[src/rtl/xy_dac_pacer.sv]
// XY DAC pacer: buffers linedraw points and replays them to the DAC
// at a fixed dwell, blanking the beam when the point stream starves.
module xy_dac_pacer #(
    parameter int OUT_WIDTH   = 8,
    parameter int DEPTH       = 16,
    parameter int HOLD_CYCLES = 4,
    parameter int BLANK_DELAY = 8,
    parameter int AF_MARGIN   = 4
) (
    input  logic                       clk,
    input  logic                       rst,
    input  logic                       wr,
    input  logic [OUT_WIDTH-1:0]       xin,
    input  logic [OUT_WIDTH-1:0]       yin,
    input  logic                       clr_ovf,
    output logic [OUT_WIDTH-1:0]       dac_x,
    output logic [OUT_WIDTH-1:0]       dac_y,
    output logic                       dac_ld,
    output logic                       blank,
    output logic                       almost_full,
    output logic [$clog2(DEPTH):0]     count,
    output logic                       overflow
);

    localparam int AW = $clog2(DEPTH);
    localparam int PW = AW + 1;
    localparam int DW = $clog2(HOLD_CYCLES);
    localparam int SW = $clog2(BLANK_DELAY + 1);
    localparam int EW = 2 * OUT_WIDTH;

    localparam logic [PW-1:0] AF_LEVEL  = PW'(DEPTH - AF_MARGIN);
    localparam logic [DW-1:0] DWELL_INI = DW'(HOLD_CYCLES - 1);
    localparam logic [SW-1:0] STARVE_MX = SW'(BLANK_DELAY);

    typedef enum logic [0:0] {
        IDLE,
        HOLD
    } state_t;

    logic [EW-1:0] mem [DEPTH];

    logic [PW-1:0] wptr;
    logic [PW-1:0] rptr;
    logic [PW-1:0] count_n;

    logic          empty;
    logic          full;
    logic          push;
    logic          pop;
    logic          drop;

    state_t        state;
    state_t        state_n;
    logic [DW-1:0] dwell;
    logic [DW-1:0] dwell_n;
    logic [SW-1:0] starve;
    logic [SW-1:0] starve_n;
    logic          blank_n;
    logic [EW-1:0] head;

    assign empty = (wptr == rptr);
    assign full  = (wptr[AW-1:0] == rptr[AW-1:0]) &&
                   (wptr[AW] != rptr[AW]);
    assign head  = mem[rptr[AW-1:0]];

    // A full FIFO still accepts a point when the head leaves this cycle.
    assign push = wr && (!full || pop);
    assign drop = wr && full && !pop;

    always_comb begin
        count_n = count;
        unique case ({push, pop})
            2'b10:   count_n = count + PW'(1);
            2'b01:   count_n = count - PW'(1);
            default: count_n = count;
        endcase
    end

    always_comb begin
        state_n  = state;
        dwell_n  = dwell;
        starve_n = starve;
        blank_n  = blank;
        pop      = 1'b0;
        unique case (state)
            IDLE: begin
                if (!empty) begin
                    pop      = 1'b1;
                    blank_n  = 1'b0;
                    starve_n = '0;
                    dwell_n  = DWELL_INI;
                    state_n  = HOLD;
                end else begin
                    if (starve != STARVE_MX)
                        starve_n = starve + SW'(1);
                    if (starve_n == STARVE_MX)
                        blank_n = 1'b1;
                end
            end
            HOLD: begin
                dwell_n = dwell - DW'(1);
                if (dwell <= DW'(1))
                    state_n = IDLE;
            end
            default: begin
                state_n = IDLE;
            end
        endcase
    end

    always_ff @(posedge clk) begin
        if (push)
            mem[wptr[AW-1:0]] <= {xin, yin};
    end

    always_ff @(posedge clk or negedge rst) begin
        if (!rst) begin
            wptr        <= '0;
            rptr        <= '0;
            count       <= '0;
            almost_full <= 1'b0;
            overflow    <= 1'b0;
        end else begin
            if (push)
                wptr <= wptr + PW'(1);
            if (pop)
                rptr <= rptr + PW'(1);
            count       <= count_n;
            almost_full <= (count_n >= AF_LEVEL);
            if (drop)
                overflow <= 1'b1;
            else if (clr_ovf)
                overflow <= 1'b0;
        end
    end

    always_ff @(posedge clk or negedge rst) begin
        if (!rst) begin
            state  <= IDLE;
            dwell  <= '0;
            starve <= '0;
            blank  <= 1'b1;
            dac_x  <= '0;
            dac_y  <= '0;
            dac_ld <= 1'b0;
        end else begin
            state  <= state_n;
            dwell  <= dwell_n;
            starve <= starve_n;
            blank  <= blank_n;
            dac_ld <= pop;
            if (pop) begin
                dac_x <= head[EW-1:OUT_WIDTH];
                dac_y <= head[OUT_WIDTH-1:0];
            end
        end
    end

endmodule
[config.mk]
export PLATFORM = sky130hd
export DESIGN_NAME = xy_dac_pacer
export DESIGN_NICKNAME = d
export VERILOG_FILES = /design/src/rtl/xy_dac_pacer.sv
export SDC_FILE = /design/constraint.sdc
export NUM_CORES = 1
export LEC_CHECK = 0
export ABC_AREA = 0
export CAP_MARGIN = 20
export CORE_ASPECT_RATIO = 0.6
export CORE_MARGIN = 2
export CORE_UTILIZATION = 55
export CTS_BUF_LIST = sky130_fd_sc_hd__clkbuf_4 sky130_fd_sc_hd__clkbuf_8
export CTS_CLUSTER_SIZE = 10
export DETAILED_ROUTE_END_ITERATION = 8
export PLACE_DENSITY = 0.76
export SLEW_MARGIN = 20
export SYNTH_ARGS = -nofsm -noshare
export SYNTH_HDL_FRONTEND = slang
export SYNTH_SLANG_ARGS = --single-unit
export TNS_END_PERCENT = 5
[constraint.sdc]
create_clock -name clk -period 4.35 [get_ports clk]
set_clock_uncertainty 0.05 [all_clocks]
set_input_delay 0.87 -clock clk [delete_from_list [all_inputs] [get_ports clk]]
set_output_delay 0.87 -clock clk [all_outputs]
set_load 0.03 [all_outputs]
Word-level counts from Yosys, hierarchy flattened
Memory sizes are Yosys's and may differ from the RTL's. A register that Yosys moved wholly into a read port is not among the register bits.
Cells that the tools add are included.
- add/subtract/negate cells: 6
- multipliers: 0
- div/mod/pow operators: 0
- $lt $le $gt $ge: 2
- equality and inequality tests: 9
- shift-type cells: 0
- muxes and demuxes: 17
- bitwise gates (word level): 1
- reductions and logical operators: 10
- operators with widths (kind ; number):
    2-to-1 mux 4 bit ; 4
    adder 5 x 1 -> 5 bit (second input constant) ; 3
    case mux 5 bit (2 select lines) ; 1
    2-to-1 mux 1 bit ; 9
    equality test 5 bit ; 1
    greater-or-equal comparator 5 x 4 -> 1 bit (second input constant) ; 1
    subtractor 5 x 1 -> 5 bit (second input constant) ; 1
    adder 4 x 1 -> 4 bit (second input constant) ; 1
    equality test 4 bit ; 1
    equality test 4 bit (second input constant) ; 1
    logical AND 1 bit ; 4
    != test 4 bit (second input constant) ; 1
    case mux 2 bit (2 select lines) ; 1
    zero test 1 bit ; 3
    equality test 2 x 1 -> 1 bit (second input constant) ; 1
    equality test 2 bit (second input constant) ; 1
    <= comparator 2 x 1 -> 1 bit (second input constant) ; 1
    2-to-1 mux 2 bit ; 1
    != test 2 x 1 -> 1 bit (second input constant) ; 1
    != test 2 bit (second input constant) ; 1
    case mux 1 bit (2 select lines) ; 1
    AND reduction 2 bit ; 1
    nonzero test 2 bit ; 1
    subtractor 2 x 1 -> 2 bit (second input constant) ; 1
    3 further kinds ; 3
- bits in registers: 26
- latch bits: 0
- bits in writable memories: 256
- memory bits (read-only): 0
- input port bits: 20
- output and inout bits: 25
- word-level logic and storage cells: 56
- memories: 1
- memory list (memory ; depth ; bits a word ; rd ports ; clocked after Yosys merged registers in ; write ports ; line ; text):
    mem ; 16 ; 16 ; 1 ; 1 ; 1 ; 40 ; logic [EW-1:0] mem [DEPTH];

Logic depth before layout (Yosys ltp)
Gate-level depths: netlist of the first run.
- depth in word-level cells: 8
- gate-level depth with buffers: 12
- gate-level depth less buffers: 10

Worst setup path after synthesis of the first run
No wires, ideal clock.
- path kind: flip-flop to flip-flop
- start: register rptr[3]
- end: memory mem[3][0] in the netlist's numbering (enable)
- library setup time: 0.409 ns
- arrival: 2.547 ns
- data required time: 3.891 ns
- slack: 1.343 ns
- cell stages (with the launch flop): 9
- path buffers: 2
- period minus slack after synthesis: 3.007 ns
- path through: dfrtp_1 buf_4 xnor2_1 nand4_1 nor3b_1 nor2b_1 clkbuf_1 nand2_1 nor3_1
- longest elaborated chain between the ends: 7
- elaborated cells on any way between the ends: 10
- those cells by class: eq/ne (2); mux (4); reduce/logical (4)
- RTL lines (what ; line ; text):
    start: declaration ; 43 ; logic [PW-1:0] rptr;
    start signal: assignment ; 127 ; rptr <= rptr + PW'(1);
    equality test 5 bit or equality test 4 bit (tied branches) ; 61, 62 ;
    2-to-1 mux 1 bit or logical AND 1 bit (tied branches) ; 87, 62 ;
    2-to-1 mux 1 bit or zero test 1 bit (tied branches) ; 85, 67 ;
    logical OR 1 bit * ; 67 ; assign push = wr && (!full || pop);
    logical AND 1 bit * ; 67 ;
    2-to-1 mux 1 bit * ; 112 ; if (push)
    2-to-1 mux 1 bit (not written as such) * ; 113 ; mem[wptr[AW-1:0]] <= {xin, yin};
    end: declaration ; 40 ;
Every way passes the cells marked *; elsewhere a longest branch is shown, timed or not.

Final worst setup path of the first run
- start: input wr
- end: register almost_full
- longest elaborated chain between the ends: 4
- elaborated cells on any way between the ends: 5
- those cells by class: order compare (1); eq/ne (2); mux (1); reduce/logical (1)
- RTL lines (what ; line ; text):
    start: declaration ; 12 ; input logic wr,
    logical AND 1 bit * ; 67 ;
    equality test 2 x 1 -> 1 bit or equality test 2 bit (tied branches) ; 72 ; unique case ({push, pop})
    case mux 5 bit (2 select lines) * ; 72 ;
    net count_n[2] ; 44 ; logic [PW-1:0] count_n;
    greater-or-equal comparator 5 x 4 -> 1 bit * ; 129 ; almost_full <= (count_n >= AF_LEVEL);
    end signal: assignment ; 129 ;
    end: declaration ; 20 ; output logic almost_full,
The timed path passes the listed nets; every way through them passes the cells marked *.
A chain may end at the register's enable or synchronous reset.

==> metrics.cfg, run 1 <==
[global_route]
grt_pass1_wl_mm = 35.5
overflow = 0
grt_max_degree = 68
grt_pass1_vias = 5901
track_usage_pct = 22.1
grt_antenna_before_repair = 0

[setup_path]
required_ps = 4710
crit_chain = clkdlybuf4s50_1 -> or2_2 -> a21oi_1 -> xor2_1 -> ha_1 -> a2111oi_0 -> o22ai_1 -> xnor2_1 -> a211o_1
critPathCaptureType = register
slowest_stage = a2111oi_0
crit_path_max_fanout = 5
start_kind = input port
max_stage_delay_ps = 490
path_class = in -> reg
crit_arrival_ps = 3680

[power_and_ir_drop]
internal_power_uw = 6130
peakVddDrop_mv = 0.366
p_leak_uw = 0.00451
p_sw_share_pct = 30.8
p_seq_share_pct = 42.9
power_density_nw_per_um2 = 660
pwr-share-clk_pct = 24.0
p_switching_uw = 2720
combPwrFrac_pct = 33.1

[drt]
drc = 0
viasPerCell = 6.04
antenna_left = 0
routed-via-count = 5726
wl_per_cell_um = 24.5
firstDrtPassIters = 7
drt_iter0_markers = 701
totalWireLength_mm = 23.2

[finish]
layout-drive-gt1-share_pct = 30.3
diodes = 0
postLayoutCellArea_um2 = 13400
nets = 669
syn_to_final_growth_pct = 14.4
n_fill_cell = 1383

[placed_design]
place_hpwl_mm = 14.1
placed_area_um2 = 12600
gp_congestion = 0.764
dp_slack_ps = 657
numPortBuffers = 44

[cts]
cts_tree = yes
cts.path.max_buffers = 3
htreeDepth = 2
ctsResizeCount = 0
cts_made_buffers = 41
cts_setup_buffers = 0
clk_pin_slew_ps = 70
cts_sinks = 298
clk_latency_ps = 520
cts_root_buf = clkbuf_8
cts_hold_buf = 0

[worst_hold_path]
hold_class = in -> async

[die]
die_x_um = 193
start_util_pct = 55.9
io-pin-count = 45
core_um2 = 21000
rows = 41
fp.dieH_um = 117
dieArea_um2 = 22600

[synthesis]
syn_area_um2 = 11700
synth-seq-area-share_pct = 74.5
syn_inst = 549
yosys_warnings = 0
ys_ff_latch = 298
syn_area_per_cell_um2 = 21.4
syn-num-nets = 578
ys_types = 49

[run]
cap_violations = 0

[sta]
setup_tns_ps = 0
final.min_clock_period_ps = 3320
rsz0062_at_grt = no
setup_viol_count_final = 0
finalCritPeriodShare_pct = 76.3
final-max-slew-violation-count = 0
fmax_ghz = 0.301
tightest_slew_ps = 1020
post-route-worst-setup-slack_ps = 1030
final-hold-violation-count = 0
relSlewSlack_pct = 32.1

[run_status]
status = completed

state kept, by name (all words and copies together) (netlist names):
signal and flops:
almost_full 1, blank 1, count 5, dac_ld 1, dac_x 8, dac_y 8, dwell 2, mem 256
overflow 1, rptr 5, starve 4, state 1, wptr 5
layout make-up:
cell class / count / area [um^2] / area share (%)
multi-input combinational: 215 / 2810 / 20.9
inverter: 9 / 33.8 / 0.252
timing repair buffer: 75 / 671 / 5.00
clock buffer: 61 / 739 / 5.51
clock inverter: 11 / 73.8 / 0.550
sequential: 298 / 8740 / 65.1
tap: 279 / 349 / 2.60
synthesized netlist by cell type (all sizes together):
cell / instances / area share (%)
a2111oi: 1 / 0.075
nor3b: 1 / 0.064
a41oi: 1 / 0.075
o21a: 1 / 0.064
o31ai: 2 / 0.13
a211o: 1 / 0.075
o21ai: 9 / 0.38
mux4: 80 / 15
xor2: 3 / 0.22
nor2: 18 / 0.58
a211oi: 1 / 0.064
and4: 2 / 0.15
edfxtp: 256 / 66
nor3: 7 / 0.30
a21oi: 5 / 0.25
dfstp: 1 / 0.22
clkbuf: 11 / 0.35
dfrtp: 41 / 8.7
nand3b: 1 / 0.064
o21bai: 1 / 0.064
and3: 1 / 0.053
nor4: 1 / 0.053
nand3: 1 / 0.043
inv: 9 / 0.29
mux2: 18 / 1.8
nand4: 6 / 0.32
or2: 3 / 0.16
o2bb2ai: 1 / 0.075
ha: 9 / 0.96
xnor2: 14 / 1.1
nor2b: 1 / 0.053
o41ai: 1 / 0.075
buf: 16 / 1.2
o22ai: 2 / 0.11
or4: 1 / 0.064
a31oi: 2 / 0.11
nand2b: 3 / 0.16
nand2: 16 / 0.51
mux2i: 1 / 0.085
cell usage in the layout, fill, tap and decap left out, drive strengths merged, types with 2 or more instances in the layout:
master and instances:
dfrtp 41, xnor2 14, edfxtp 256, ha 9
nand4 6, xor2 3, a31oi 2, nand2 16
clkbuf 61, or2 3, inv 9, a21oi 5
mux4 80, and4 2, nor3 7, clkinv 10
o31ai 2, o22ai 2, mux2 18, o21ai 9
nand2b 3, nor2 18, buf 32, clkdlybuf4s50 43
worst paths after layout:
check / startpoint / end / slack (ps) / depth (start not counted)
min in group clk: dwell[0]$_DFFE_PN0P_ / dwell[0]$_DFFE_PN0P_ / 450 / 1
setup / recovery: wr / almost_full$_DFF_PN0_ / 1030 / 9
max in group asynchronous: rst / rptr[0]$_DFFE_PN0N_ / 3490 / 1
setup reg to reg: rptr[3]$_DFFE_PN0N_ / almost_full$_DFF_PN0_ / 1080 / 10
hold / removal: rst / dwell[0]$_DFFE_PN0P_ / 300 / 1
hold reg to reg: dwell[0]$_DFFE_PN0P_ / dwell[0]$_DFFE_PN0P_ / 450 / 1
worst max-delay path: cells and delay by family:
family | cells | cell delay, ps
xor gates and xnor gates | 2 | 340
AOI/OAI and AO/OA | 4 | 1370
buffers and inverters | 1 | 480
adders and majority gates | 1 | 270
and+or+nand+nor | 1 | 350
power by group through the flow:
stage	clock network, uW	logic (uW)	registers [uW]
after global placement	0	2870	3820
after floorplan	0	1980	3980
final	2120	2930	3800
after global routing	2300	3150	3840
after CTS	2170	2970	3800
after detailed placement	0	2960	3850
metrics by stage:
step | util, % | hold slack, ps | instances | power, uW
floorplan | - | 396 | 549 | 5960
global placement | 60.1 | 414 | 876 | 6690
detailed placement | 60.1 | 445 | 876 | 6810
CTS | 64.0 | 454 | 948 | 8940
global route | 64.0 | 333 | 948 | 9290
finish | 64.0 | 303 | 948 | 8850
per-layer routing:
| metal | wire, um | global-route usage (%) | up-vias | part of all wire [%] |
|---|---|---|---|---|
| met1 | 10300 | 33.4 | 3003 | 44 |
| li1 | - | - | 2435 | - |
| met4 | 454 | 6.26 | 0 | 2.0 |
| met3 | 1790 | 4.23 | 39 | 7.7 |
| met2 | 10700 | 33.9 | 249 | 46 |
| met5 | 0 | 0 | - | 0 |
logic make-up (layout without fill, tap and decap cells):
family | after synthesis | after routing | synth area share [%]
DFF | 298 | 298 | 74.5
muxes | 99 | 99 | 17.3
and+or+nand+nor | 62 | 62 | 2.57
buffers and inverters | 36 | 156 | 1.79
AOI/OAI and AO/OA | 28 | 28 | 1.54
xor gates and xnor gates | 17 | 17 | 1.33
adders and majority gates | 9 | 9 | 0.960
Power figures use the tool's default switching activity.
==> run 2: changes to the inputs <==
PLACE_DENSITY = 0.79   (was 0.76)
clock period = 2.9 ns   (was 4.35 ns; I/O delays follow)
==> metrics.cfg, run 2 (same netlist as run 1, synthesis figures left out) <==
[run_status]
status = completed

[sta]
finalCritPeriodShare_pct = 89.2
setup_viol_count_final = 0  ; unchanged
final.min_clock_period_ps = 2590
relSlewSlack_pct = 34.3  ; +2.2 points
final-hold-violation-count = 0  ; unchanged
final-max-slew-violation-count = 0  ; unchanged
tightest_slew_ps = 986  ; -31.2 ps
rsz0062_at_grt = no
fmax_ghz = 0.386

[cts]
cts.path.max_buffers = 3  ; unchanged
cts_made_buffers = 42  ; +2.4%
cts_tree = yes
cts_sinks = 298  ; unchanged
clk_latency_ps = 530  ; about the same
cts_root_buf = clkbuf_8
htreeDepth = 2  ; unchanged
clk_pin_slew_ps = 70  ; about the same
ctsResizeCount = 0  ; unchanged

[drt]
antenna_left = 0  ; unchanged
drt_iter0_markers = 527  ; -25%
firstDrtPassIters = 5  ; -2
totalWireLength_mm = 23.2  ; -0.12%
drc = 0  ; unchanged
wl_per_cell_um = 23.9  ; -2.3%
viasPerCell = 5.93  ; -1.8%
routed-via-count = 5746  ; +0.35%

[die]
die_x_um = 193  ; unchanged
dieArea_um2 = 22600  ; unchanged
core_um2 = 21000  ; unchanged
start_util_pct = 55.9  ; unchanged
io-pin-count = 45  ; unchanged
fp.dieH_um = 117  ; unchanged
rows = 41  ; unchanged

[finish]
multi_input_area_um2 = 2810  ; unchanged
seq_area_um2 = 8740  ; unchanged
syn_to_final_growth_pct = 15.8
final_cell_mix = 256 x edfxtp_1, 77 x mux4_2, 47 x clkbuf_8
nets = 686  ; +2.5%
layout-drive-gt1-share_pct = 32.3  ; +2.0 points
largest_register_ffs = 256  ; unchanged
final_common_cell = edfxtp_1
final_util_pct = 64.8  ; +0.80 points
instances_no_fill = 969  ; +2.2%
diodes = 0  ; unchanged
n_fill_cell = 1323  ; -4.3%

[power_and_ir_drop]
p_leak_uw = 0.00460  ; +2.1%
power_density_nw_per_um2 = 989  ; +50%
peakVddDrop_mv = 0.632  ; +73%

[setup_path]
crit_arrival_ps = 2950  ; -730 ps
slowest_stage = dfrtp_4
path_class = reg -> reg
r2r_end = almost_full$_DFF_PN0_
crit_path_max_fanout = 2  ; -3
required_ps = 3260  ; -1450 ps
r2r_start = rptr[0]$_DFFE_PN0N_
max_stage_delay_ps = 490  ; about the same
r2r_slack_ps = 310  ; -770 ps
ff2ff_path_depth = 9  ; -1
crit_chain = xnor2_1 -> and4_1 -> a21oi_1 -> xor2_1 -> ha_1 -> a2111oi_0 -> o22ai_1 -> xnor2_1 -> a211o_1
start_kind = register
crit_top_cell = xnor2_1
critPathCaptureType = register

[global_route]
grt_antenna_before_repair = 0  ; unchanged
grt_pass1_vias = 5917  ; +0.27%
grt_pass1_wl_mm = 35.0  ; -1.6%
track_usage_pct = 21.6  ; -0.56 points
grt_max_degree = 68  ; unchanged
overflow = 0  ; unchanged

[placed_design]
placedCellCount = 891  ; +1.7%
place_hpwl_mm = 13.8  ; -1.6%
numPortBuffers = 44  ; unchanged
gp_congestion = 0.745  ; -2.5%

[worst_hold_path]
holdPathEnd = dwell[0]$_DFFE_PN0P_
hold_start = dwell[0]$_DFFE_PN0P_
hold_class = reg -> reg
holdPathStages = 1

[run]
cap_violations = 0  ; unchanged

==> run 2: changes by cell type in the layout (fill, tap and decap cells not counted) <==
cell           previous run  this run
dlygate4sd3_1             0         1
buf_4                    32        45
clkbuf_4                 16        21
clkbuf_8                 45        47
bufinv_16                 1         0
clkinv_2                  5         2
buf_12                    0         1
buf_2                     0         1
clkinvlp_4                0         2
==> run 2: worst max path at each step <==
| stage | slack [ps] | to | depth (start not counted) | from |
|---|---|---|---|---|
| 3_5_place_dp | -120 | almost_full$_DFF_PN0_ | 9 | wr |
| 5_1_grt | 90 | almost_full$_DFF_PN0_ | 9 | rptr[0]$_DFFE_PN0N_ |
| 4_1_cts | 300 | almost_full$_DFF_PN0_ | 9 | rptr[0]$_DFFE_PN0N_ |
| 6_report | 310 | almost_full$_DFF_PN0_ | 9 | rptr[0]$_DFFE_PN0N_ |
| 2_1_floorplan | -90 | mem[0][0]$_DFFE_PP_ | 8 | wptr[3]$_DFFE_PN0P_ |
| 3_3_place_gp | -60 | almost_full$_DFF_PN0_ | 9 | wr |
==> run 2: worst max-delay path: cells and delay by family (launching register included) <==
family	cells	cell delay (ps)
adder cells (fa/ha/maj)	1	200
AO/OA/AOI/OAI	4	970
XOR/XNOR	3	510
flip-flops	1	490
AND/OR/NAND/NOR	1	240
==> run 2: final cells by class <==
cell class | count | area share [%]
Tap cell | 279 | 2.57
Multi-Input combinational cell | 215 | 20.7
Sequential cell | 298 | 64.3
Timing Repair Buffer | 91 | 5.91
Clock buffer | 68 | 5.92
Clock inverter | 9 | 0.322
Inverter | 9 | 0.249
==> run 2: stage by stage <==
step	hold WS (ps)	setup slack [ps]	setup TNS, ps	power (uW)	cell area (um^2)
6_report	430	312	0	13400	13600
5_1_grt	467	87.9	0	14100	13600
4_1_cts	431	299	0	13600	13600
3_5_place_dp	421	-119	-119	10300	12700
3_3_place_gp	410	-58.7	-58.7	10100	12700
2_1_floorplan	234	-93.3	-4430	8940	11700
==> run 2: power breakdown <==
| part | switching [uW] | internal, uW |
|---|---|---|
| Combinational | 2300 | 2260 |
| Clock | 1510 | 1760 |
| Sequential | 296 | 5320 |
==> run 2: repair_timing <==
item | 4_1_cts | 5_1_grt
hold endpoints to repair | 10 | 0
hold buffers | 1 | 0
setup buffers | 0 | 0
==> run 2: layer usage <==
layer  share of wire (%)  global-route usage (%)  routed length, um
met1                  44                    31.5              10300
met2                  47                    33.8              10800
met5                   0                       0                  0
met3                 7.2                    4.59               1670
met4                 1.8                    5.90                413
